--- src/rtl/argmax_row_engine_pkg.sv ---
`default_nettype none
// ============================================================================
// Package : argmax_pkg
// Brief   : shared state encoding and compare helpers for the argmax engine
// Rev     : 1.0
// ============================================================================
package argmax_pkg;

    typedef enum logic [2:0] {
        ST_IDLE    = 3'd0,
        ST_FETCH   = 3'd1,
        ST_WAIT    = 3'd2,
        ST_CAPTURE = 3'd3,
        ST_DONE    = 3'd4
    } state_t;

    // Operands are pre-extended to this width so one helper serves every DATA_W up to 64.
    localparam int CMP_W = 65;

    function automatic int clog2_min1(input int n);
        return (n > 2) ? $clog2(n) : 1;
    endfunction

    function automatic logic gt_fn(
        input logic [CMP_W-1:0] a,
        input logic [CMP_W-1:0] b,
        input logic             signed_cmp
    );
        if (signed_cmp) begin
            return $signed(a) > $signed(b);
        end
        return a > b;
    endfunction

    // lo carries the lower column index; returns 1 when the higher-index candidate wins.
    function automatic logic take_hi_fn(
        input logic [CMP_W-1:0] lo,
        input logic [CMP_W-1:0] hi,
        input logic             signed_cmp,
        input logic             tie_high
    );
        return gt_fn(hi, lo, signed_cmp) || (tie_high && (hi == lo));
    endfunction

endpackage
`default_nettype wire

--- src/rtl/argmax_row_engine_cmp_tree.sv ---
`default_nettype none
// ============================================================================
// Module : argmax_cmp_tree
// Brief  : combinational max/argmax reduction over one row of NUM_COLS elements
// Rev    : 1.0
// ============================================================================
module argmax_cmp_tree
    import argmax_pkg::*;
#(
    parameter int NUM_COLS   = 3,
    parameter int DATA_W     = 16,
    parameter int SIGNED_CMP = 0,
    parameter int TIE_HIGH   = 0,
    localparam int IDX_W     = clog2_min1(NUM_COLS)
) (
    input  logic [NUM_COLS*DATA_W-1:0] i_vec,
    output logic [IDX_W-1:0]           o_max_idx,
    output logic [DATA_W-1:0]          o_max_val
);

    localparam int LEVELS = IDX_W;

    function automatic logic [CMP_W-1:0] ext_fn(input logic [DATA_W-1:0] v);
        return (SIGNED_CMP != 0) ? {{(CMP_W-DATA_W){v[DATA_W-1]}}, v}
                                 : {{(CMP_W-DATA_W){1'b0}}, v};
    endfunction

    // Level LEVELS holds the leaves (padded to a power of two); level 0 is the root.
    // The left child always covers lower column indices, which makes the tie rule hold globally.
    for (genvar l = 0; l <= LEVELS; l++) begin : g_lvl
        for (genvar n = 0; n < (1 << l); n++) begin : g_node
            logic [DATA_W-1:0] w_val;
            logic [IDX_W-1:0]  w_idx;
            logic              w_vld;

            if (l == LEVELS) begin : g_leaf
                if (n < NUM_COLS) begin : g_col
                    assign w_val = i_vec[n*DATA_W +: DATA_W];
                    assign w_vld = 1'b1;
                end else begin : g_pad
                    assign w_val = '0;
                    assign w_vld = 1'b0;
                end
                assign w_idx = IDX_W'(n);
            end else begin : g_cmp
                logic w_take_hi;

                assign w_take_hi = g_lvl[l+1].g_node[2*n+1].w_vld &&
                                   (!g_lvl[l+1].g_node[2*n].w_vld ||
                                    take_hi_fn(ext_fn(g_lvl[l+1].g_node[2*n].w_val),
                                               ext_fn(g_lvl[l+1].g_node[2*n+1].w_val),
                                               SIGNED_CMP != 0, TIE_HIGH != 0));
                assign w_val = w_take_hi ? g_lvl[l+1].g_node[2*n+1].w_val
                                         : g_lvl[l+1].g_node[2*n].w_val;
                assign w_idx = w_take_hi ? g_lvl[l+1].g_node[2*n+1].w_idx
                                         : g_lvl[l+1].g_node[2*n].w_idx;
                assign w_vld = g_lvl[l+1].g_node[2*n].w_vld ||
                               g_lvl[l+1].g_node[2*n+1].w_vld;
            end
        end
    end

    assign o_max_val = g_lvl[0].g_node[0].w_val;
    assign o_max_idx = g_lvl[0].g_node[0].w_idx;

endmodule
`default_nettype wire

--- src/rtl/argmax_row_engine.sv ---
`default_nettype none
// ============================================================================
// Module : argmax_row_engine
// Brief  : scans NUM_ROWS rows through a latency-configurable read port and
//          stores the argmax column and max value of each row
// Rev    : 1.0
// ============================================================================
module argmax_row_engine
    import argmax_pkg::*;
#(
    parameter int NUM_ROWS     = 6,
    parameter int NUM_COLS     = 3,
    parameter int DATA_W       = 16,
    parameter int SIGNED_CMP   = 0,
    parameter int TIE_HIGH     = 0,
    parameter int READ_LATENCY = 1,
    localparam int ROW_W       = clog2_min1(NUM_ROWS),
    localparam int IDX_W       = clog2_min1(NUM_COLS)
) (
    input  logic                       clk,
    input  logic                       reset,
    input  logic                       i_start,
    output logic                       o_rd_en,
    output logic [ROW_W-1:0]           o_rd_row,
    input  logic [NUM_COLS*DATA_W-1:0] i_rd_data,
    output logic                       o_busy,
    output logic                       o_done,
    output logic                       o_result_valid,
    output logic [NUM_ROWS*IDX_W-1:0]  o_result_idx,
    output logic [NUM_ROWS*DATA_W-1:0] o_result_val
);

    localparam logic [ROW_W-1:0] c_last_row = ROW_W'(NUM_ROWS - 1);

    state_t            r_state;
    logic [ROW_W-1:0]  r_row;
    logic [1:0]        r_lat;
    logic              r_rd_en;
    logic              r_busy;
    logic              r_done;
    logic              r_result_valid;
    logic [IDX_W-1:0]  r_res_idx [NUM_ROWS];
    logic [DATA_W-1:0] r_res_val [NUM_ROWS];

    logic [IDX_W-1:0]  w_max_idx;
    logic [DATA_W-1:0] w_max_val;
    logic              w_capture;

    argmax_cmp_tree #(
        .NUM_COLS   (NUM_COLS),
        .DATA_W     (DATA_W),
        .SIGNED_CMP (SIGNED_CMP),
        .TIE_HIGH   (TIE_HIGH)
    ) u_cmp_tree (
        .i_vec     (i_rd_data),
        .o_max_idx (w_max_idx),
        .o_max_val (w_max_val)
    );

    // With a combinational read port the FETCH cycle doubles as the capture cycle.
    assign w_capture = (r_state == ST_CAPTURE) ||
                       ((READ_LATENCY == 0) && (r_state == ST_FETCH));

    always_ff @(posedge clk or posedge reset) begin
        if (reset) begin
            r_state        <= ST_IDLE;
            r_row          <= '0;
            r_lat          <= '0;
            r_rd_en        <= 1'b0;
            r_busy         <= 1'b0;
            r_done         <= 1'b0;
            r_result_valid <= 1'b0;
            for (int r = 0; r < NUM_ROWS; r++) begin
                r_res_idx[r] <= '0;
                r_res_val[r] <= '0;
            end
        end else begin
            r_rd_en <= 1'b0;
            r_done  <= 1'b0;

            case (r_state)
                ST_IDLE: begin
                    if (i_start) begin
                        r_state        <= ST_FETCH;
                        r_row          <= '0;
                        r_rd_en        <= 1'b1;
                        r_busy         <= 1'b1;
                        r_result_valid <= 1'b0;
                    end
                end
                ST_FETCH: begin
                    if (READ_LATENCY == 1) begin
                        r_state <= ST_CAPTURE;
                    end else if (READ_LATENCY > 1) begin
                        r_state <= ST_WAIT;
                        r_lat   <= 2'(READ_LATENCY - 2);
                    end
                end
                ST_WAIT: begin
                    if (r_lat == '0) begin
                        r_state <= ST_CAPTURE;
                    end else begin
                        r_lat <= r_lat - 2'd1;
                    end
                end
                ST_CAPTURE: begin
                end
                ST_DONE: begin
                    r_state <= ST_IDLE;
                    r_busy  <= 1'b0;
                end
                default: begin
                    r_state <= ST_IDLE;
                    r_busy  <= 1'b0;
                end
            endcase

            // Shared by CAPTURE and, at zero latency, FETCH; overrides the case above.
            if (w_capture) begin
                r_res_idx[r_row] <= w_max_idx;
                r_res_val[r_row] <= w_max_val;
                if (r_row == c_last_row) begin
                    r_state        <= ST_DONE;
                    r_row          <= '0;
                    r_done         <= 1'b1;
                    r_result_valid <= 1'b1;
                end else begin
                    r_state <= ST_FETCH;
                    r_row   <= r_row + ROW_W'(1);
                    r_rd_en <= 1'b1;
                end
            end
        end
    end

    for (genvar r = 0; r < NUM_ROWS; r++) begin : g_pack
        assign o_result_idx[r*IDX_W +: IDX_W]   = r_res_idx[r];
        assign o_result_val[r*DATA_W +: DATA_W] = r_res_val[r];
    end

    assign o_rd_en        = r_rd_en;
    assign o_rd_row       = r_row;
    assign o_busy         = r_busy;
    assign o_done         = r_done;
    assign o_result_valid = r_result_valid;

endmodule
`default_nettype wire

--- config.mk ---
export PLATFORM = sky130hd
export DESIGN_NAME = argmax_row_engine
export DESIGN_NICKNAME = d
export VERILOG_FILES = /design/src/rtl/argmax_row_engine_pkg.sv /design/src/rtl/argmax_row_engine_cmp_tree.sv /design/src/rtl/argmax_row_engine.sv
export SDC_FILE = /design/constraint.sdc
export NUM_CORES = 1
export LEC_CHECK = 0
export ABC_AREA = 0
export CAP_MARGIN = 20
export CORE_MARGIN = 3
export CORE_UTILIZATION = 44
export CTS_CLUSTER_DIAMETER = 80
export DETAILED_ROUTE_END_ITERATION = 8
export PLACE_DENSITY_LB_ADDON = 0.15
export SLEW_MARGIN = 0
export SYNTH_ARGS = -nofsm -noshare
export SYNTH_HDL_FRONTEND = slang
export SYNTH_HIERARCHICAL = 1
export SYNTH_SLANG_ARGS = --single-unit
--- constraint.sdc ---
create_clock -name clk -period 3.5 [get_ports clk]
set_input_delay 0.525 -clock clk [delete_from_list [all_inputs] [get_ports clk]]
set_output_delay 0.525 -clock clk [all_outputs]
set_load 0.005 [all_outputs]
* Word level (Yosys, flattened, before mapping)
Index checks and enable logic that the tools add are counted.
** Operators by class
- $add $sub $neg :: 2
- Multipliers :: 0
- Divide/modulo/power cells :: 0
- Magnitude comparators :: 4
- Equality and inequality tests :: 7
- Shifts and indexed selects :: 0
- Muxes and demuxes :: 31
- Bitwise gates (word level) :: 3
- Reduce and logical (&&, ||, !) cells :: 10
** Operators with widths (number)
- $bwmux 96 :: 1
- $demux 16 s3 :: 1
- $mux 16 :: 3
- $gt 16x16->1 :: 2
- $mux 3 :: 8
- $bwmux 12 :: 1
- $mux 1 :: 12
- $pmux 3 s3 :: 1
- $reduce_and 2->1 :: 4
- $demux 2 s3 :: 1
- $eq 3x2->1 const B :: 2
- $ne 3x3->1 const B :: 2
- $ge 4x4->1 const B :: 1
- $lt 4x1->1 const B :: 1
- $mux 2 :: 2
- $not 3->4 :: 1
- $reduce_bool 2->1 :: 2
- $add 3x1->3 const B :: 1
- $eq 3x1->1 const B :: 1
- $eq 3x3->1 const B :: 1
- $logic_not 3->1 :: 1
- $reduce_or 3->1 :: 1
- $logic_not 2->1 :: 1
- $ne 2x2->1 const B :: 1
- 4 further kinds :: 5
** Storage, ports and cells
- Register bits after elaboration :: 120
- Latch bits :: 0
- Memory bits (writable) :: 0
- Bits in read-only memories :: 0
- Output and inout port bits :: 115
- Word-level logic and storage cells :: 76
- Memories :: 0

* Depth between registers and ports, before layout
- Word-level depth :: 6
- Mapped depth :: 19
- Mapped depth without buffers :: 16

* Modules after synthesis
Netlist, hierarchy kept.
** Modules (own cells, without submodules)
- argmax_row_engine :: instances 1, cells each 275, area an instance 4628.2 sq um, sequential area each 3002.9 sq um
- argmax_cmp_tree :: instances 1, cells each 226, area an instance 1559.0 sq um, sequential area each 0.0 sq um

* Worst setup path before layout
No wires, ideal clock.
- Kind :: input -> register
- From :: input i_rd_data[15]
- To :: register r_res_val (netlist bit o_result_val[89])
- Data arrival time :: 4309 ps
- Data required time :: 3375 ps
- Path slack :: -934 ps
- Stages on the path :: 19
- Buffers on the path :: 3
- Cells stage by stage :: inv_1 ha_1 nand4_4 nor4_4 o21ai_2 and4b_1 buf_6 buf_6 o211ai_2 inv_1 ha_1 nand2_1 nor2_1 a211oi_1 o21ai_0 o31ai_2 buf_6 mux2_1 mux2_2
** Between the ends
- Longest elaborated chain between the ends :: 5
** RTL lines
- from (decl) :: line argmax_row_engine.sv:25 : input logic [NUM_COLS*DATA_W-1:0] i_rd_data,
- $gt 16x16->1 :: line argmax_row_engine_pkg.sv:32 : return a > b;
- $mux 16 (*) :: line argmax_row_engine_cmp_tree.sv:53 : assign w_val = w_take_hi ? g_lvl[l+1].g_node[2*n+1].w_val
- $gt 16x16->1 :: line argmax_row_engine_pkg.sv:32
- $mux 16 (*) :: line argmax_row_engine_cmp_tree.sv:53
- via w_max_val[9] :: line argmax_row_engine.sv:46 : logic [DATA_W-1:0] w_max_val;
- $bwmux 96 (*) :: line argmax_row_engine.sv:121 : r_res_val[r_row] <= w_max_val;
- to (signal, indexed assignment) :: line argmax_row_engine.sv:121
- to (decl) :: line argmax_row_engine.sv:43 : logic [DATA_W-1:0] r_res_val [NUM_ROWS];
Mark *: on every way through the listed nets, which the timed path passes. The rest lies on a longest branch.
A chain may end at the register's enable or synchronous reset.

* Worst setup path after layout
- From :: input i_rd_data[15]
- To :: register r_res_val (netlist bit o_result_val[37])
The elaborated chain is that of the path after synthesis.

==> flow_summary.json <==
{
  "status": "complete, but fails checks",
  "violations": "negative setup slack",
  "syn_area_per_cell_um2": 12.3,
  "synth.net_count": 585,
  "die_h_um": 125,
  "whs_path_depth": 1,
  "diodes": 0,
  "pwr_density_cell_nw_per_um2": 803,
  "routed-wl-met3_um": 1110,
  "place.gp.congestion": 0.849,
  "start_kind": "input pin",
  "yosys_warnings": 6,
  "worst_r2r_path_depth": 3,
  "nets": 830,
  "first_pass_iters": 4,
  "pre_cts_ws_ps": -1510,
  "port_buffers": 165,
  "die_area_um2": 15500,
  "hold_viol": 0,
  "ys_seq_area_share_pct": 48.5,
  "dr_wl_met2_um": 8880,
  "drc_errors": 0,
  "min_period_ps": 3990,
  "setup_viol": 108,
  "htree_num_levels": 4,
  "synth_top_flop_cell": "dfrtp_1",
  "critPathRequiredTime_ps": 3780,
  "min_period_over_period_pct": 114,
  "grt_overflow": 0,
  "grt_pass1_wl_um": 27800,
  "ctsRootBufferMaster": "clkbuf_16",
  "syn_area_um2": 6190,
  "syn_inst": 501,
  "tightest_slew_ps": 1150,
  "core-area_um2": 13500,
  "cts_tree": "done",
  "rsz0062_at_grt": "true",
  "crit_fanout": 8,
  "detail-route-antenna-nets": 0,
  "r2r-end": "o_result_val[19]$_DFFE_PP0P_",
  "crit_path_end_kind": "flip-flop",
  "vias_per_cell": 5.24,
  "synth_edf_count": 0,
  "postCtsHoldBufs": 0,
  "met1_length_um": 7330,
  "grt_usage_pct": 22.4,
  "synth_cell_type_count": 44,
  "ys_ff_latch": 120,
  "vias": 4883,
  "io_pins": 166,
  "dr.first_iter.drc_count": 285,
  "p_leak_nw": 4.48,
  "antenna_found_initial": 0,
  "rows": 42,
  "routed.top_layer": "met4",
  "timing.rr.start": "r_state[2]$_DFFE_PP0P_",
  "fillers": 907,
  "skew_ps": 5.86,
  "criticalPathCategory": "input pin to flip-flop",
  "cts_buffer_depth": 2,
  "layout-drive-gt1-share_pct": 43.8,
  "fin_ws_ps": -488,
  "r2r_setup_slack_ps": 990,
  "clock.fmax_ghz": 0.251,
  "drv_slew": 0,
  "power_mw": 7.85,
  "holdWs_ps": 481,
  "start_util_pct": 45.8,
  "grt_max_degree": 52,
  "numCtsBuffers": 17,
  "dieWidth_um": 125,
  "drt-wirelength-per-cell_um": 19.0,
  "holdPathEnd": "o_result_valid$_DFF_PP0_",
  "fin_setup_tns_ps": -44010,
  "drt_wl_total_um": 17700,
  "grt_pass1_vias": 5297,
  "max-vdd-ir-drop_mv": 0.601,
  "clk_pin_slew_ps": 50,
  "synthArstFlopShare_pct": 100,
  "clk_latency_ps": 400,
  "hp-class": "flip-flop to flip-flop",
  "hpwl_um": 12200,
  "hp-start": "o_result_valid$_DFF_PP0_",
  "areaGrowthSynthToFinish_pct": 58.0,
  "cp_data_arrival_time_ps": 4270,
  "max_cap_violations": 0,
  "clock_sinks": 120,
  "max_slew_margin_pct": 23.1
}
worst max path at each step:
| stage | cells past startpoint | end | slack, ps | from |
|---|---|---|---|---|
| finish | 18 | o_result_val[37]$_DFFE_PP0P_ | -490 | i_rd_data[15] |
| CTS | 19 | o_result_val[40]$_DFFE_PP0P_ | -460 | i_rd_data[15] |
| detailed placement | 20 | o_result_val[0]$_DFFE_PP0P_ | -1510 | i_rd_data[6] |
| global placement | 20 | o_result_val[16]$_DFFE_PP0P_ | -1350 | i_rd_data[6] |
| global route | 18 | o_result_val[64]$_DFFE_PP0P_ | -630 | i_rd_data[15] |
| floorplan | 19 | o_result_val[23]$_DFFE_PP0P_ | -630 | i_rd_data[6] |
power breakdown:
part | switching, mW | internal [mW] | leakage (nW)
logic | 1.17 | 2.35 | 2.72
clock network | 0.576 | 1.23 | 0.307
registers | 0.457 | 2.07 | 1.45
sequential cells by signal (all words and copies together), names as in the netlist:
signal / count
o_rd_en: 1
r_lat: 2
o_rd_row: 3
r_state: 3
o_result_valid: 1
o_result_val: 96
o_result_idx: 12
o_done: 1
o_busy: 1
cell usage after synthesis (4+ instances only):
library cell / number / area (um2)
a21o_1: 5 / 37.5
o21ai_0: 5 / 25.0
nor2_1: 20 / 75.1
clkbuf_1: 6 / 22.5
inv_1: 38 / 143
o211ai_2: 9 / 113
nor2b_1: 6 / 37.5
buf_2: 9 / 45.0
nand2_1: 42 / 158
a21oi_1: 9 / 45.0
dfrtp_1: 120 / 3000
buf_6: 6 / 67.6
mux2_4: 19 / 285
nand4_1: 22 / 138
nand3_1: 4 / 20.0
o211ai_1: 9 / 67.6
ha_1: 33 / 413
mux2_2: 103 / 1160
cells in the final DEF, fill, tap and decap left out, types with 12 or more instances in the layout:
| cell | n |
|---|---|
| clkbuf_16 | 17 |
| clkdlybuf4s50_1 | 133 |
| mux2_4 | 78 |
| inv_1 | 20 |
| nand2_1 | 39 |
| dfrtp_1 | 120 |
| ha_4 | 21 |
| buf_6 | 15 |
| buf_4 | 73 |
| mux2_2 | 46 |
| nor2_1 | 20 |
| inv_2 | 12 |
| nand4_1 | 22 |
metrics by stage:
stage / util (%) / cell area, um2 / instances
after floorplan: - / 6390 / 501
after global placement: 63.9 / 8630 / 884
after detailed placement: 63.9 / 8630 / 884
after CTS: 71.2 / 9610 / 926
after global routing: 72.4 / 9770 / 932
final: 72.4 / 9770 / 932
metal layers:
metal | vias to the layer above | global-route usage [%]
met5 | - | 0
met1 | 2429 | 27.2
met4 | 0 | 7.29
met2 | 149 | 38.3
met3 | 28 | 6.78
li1 | 2277 | -
final cells by class:
| type | count | area, um2 | area share (%) |
|---|---|---|---|
| Multi-Input combinational cell | 321 | 3490 | 35.7 |
| Sequential cell | 120 | 3000 | 30.7 |
| Timing Repair Buffer | 248 | 2270 | 23.2 |
| Clock buffer | 20 | 467 | 4.78 |
| Tap cell | 176 | 220 | 2.25 |
| Inverter | 38 | 174 | 1.78 |
| Clock inverter | 9 | 149 | 1.52 |
cells by family after synthesis:
family / Yosys count / synth area share, %
AOI/OAI and AO/OA: 44 / 5.58
xor gates and xnor gates: 2 / 0.283
adders and majority gates: 33 / 6.67
buffers and inverters: 60 / 4.61
DFF: 120 / 48.5
muxes: 125 / 23.9
and+or+nand+nor: 117 / 10.4
worst max-delay path: stages:
cell	delay (ps)
buf_8	80
inv_4	30
ha_4	270
nand4_4	140
nor4_4	330
o21ai_2	90
and4b_2	310
buf_6	160
buf_6	110
o211ai_4	190
inv_1	60
ha_1	290
nand4_1	160
or4_4	560
o31ai_4	100
buf_6	210
mux2_4	360
mux2_4	280
timing repair:
item / CTS / global route
endpoints found under the hold margin: 0 / 0
endpoints found under the setup margin: 108 / 108
setup buffers: 13 / 8
pin swaps: 28 / 25
gates cloned: 1 / 0
gates resized for setup: 165 / 39
(Power assumes the default switching activity.)
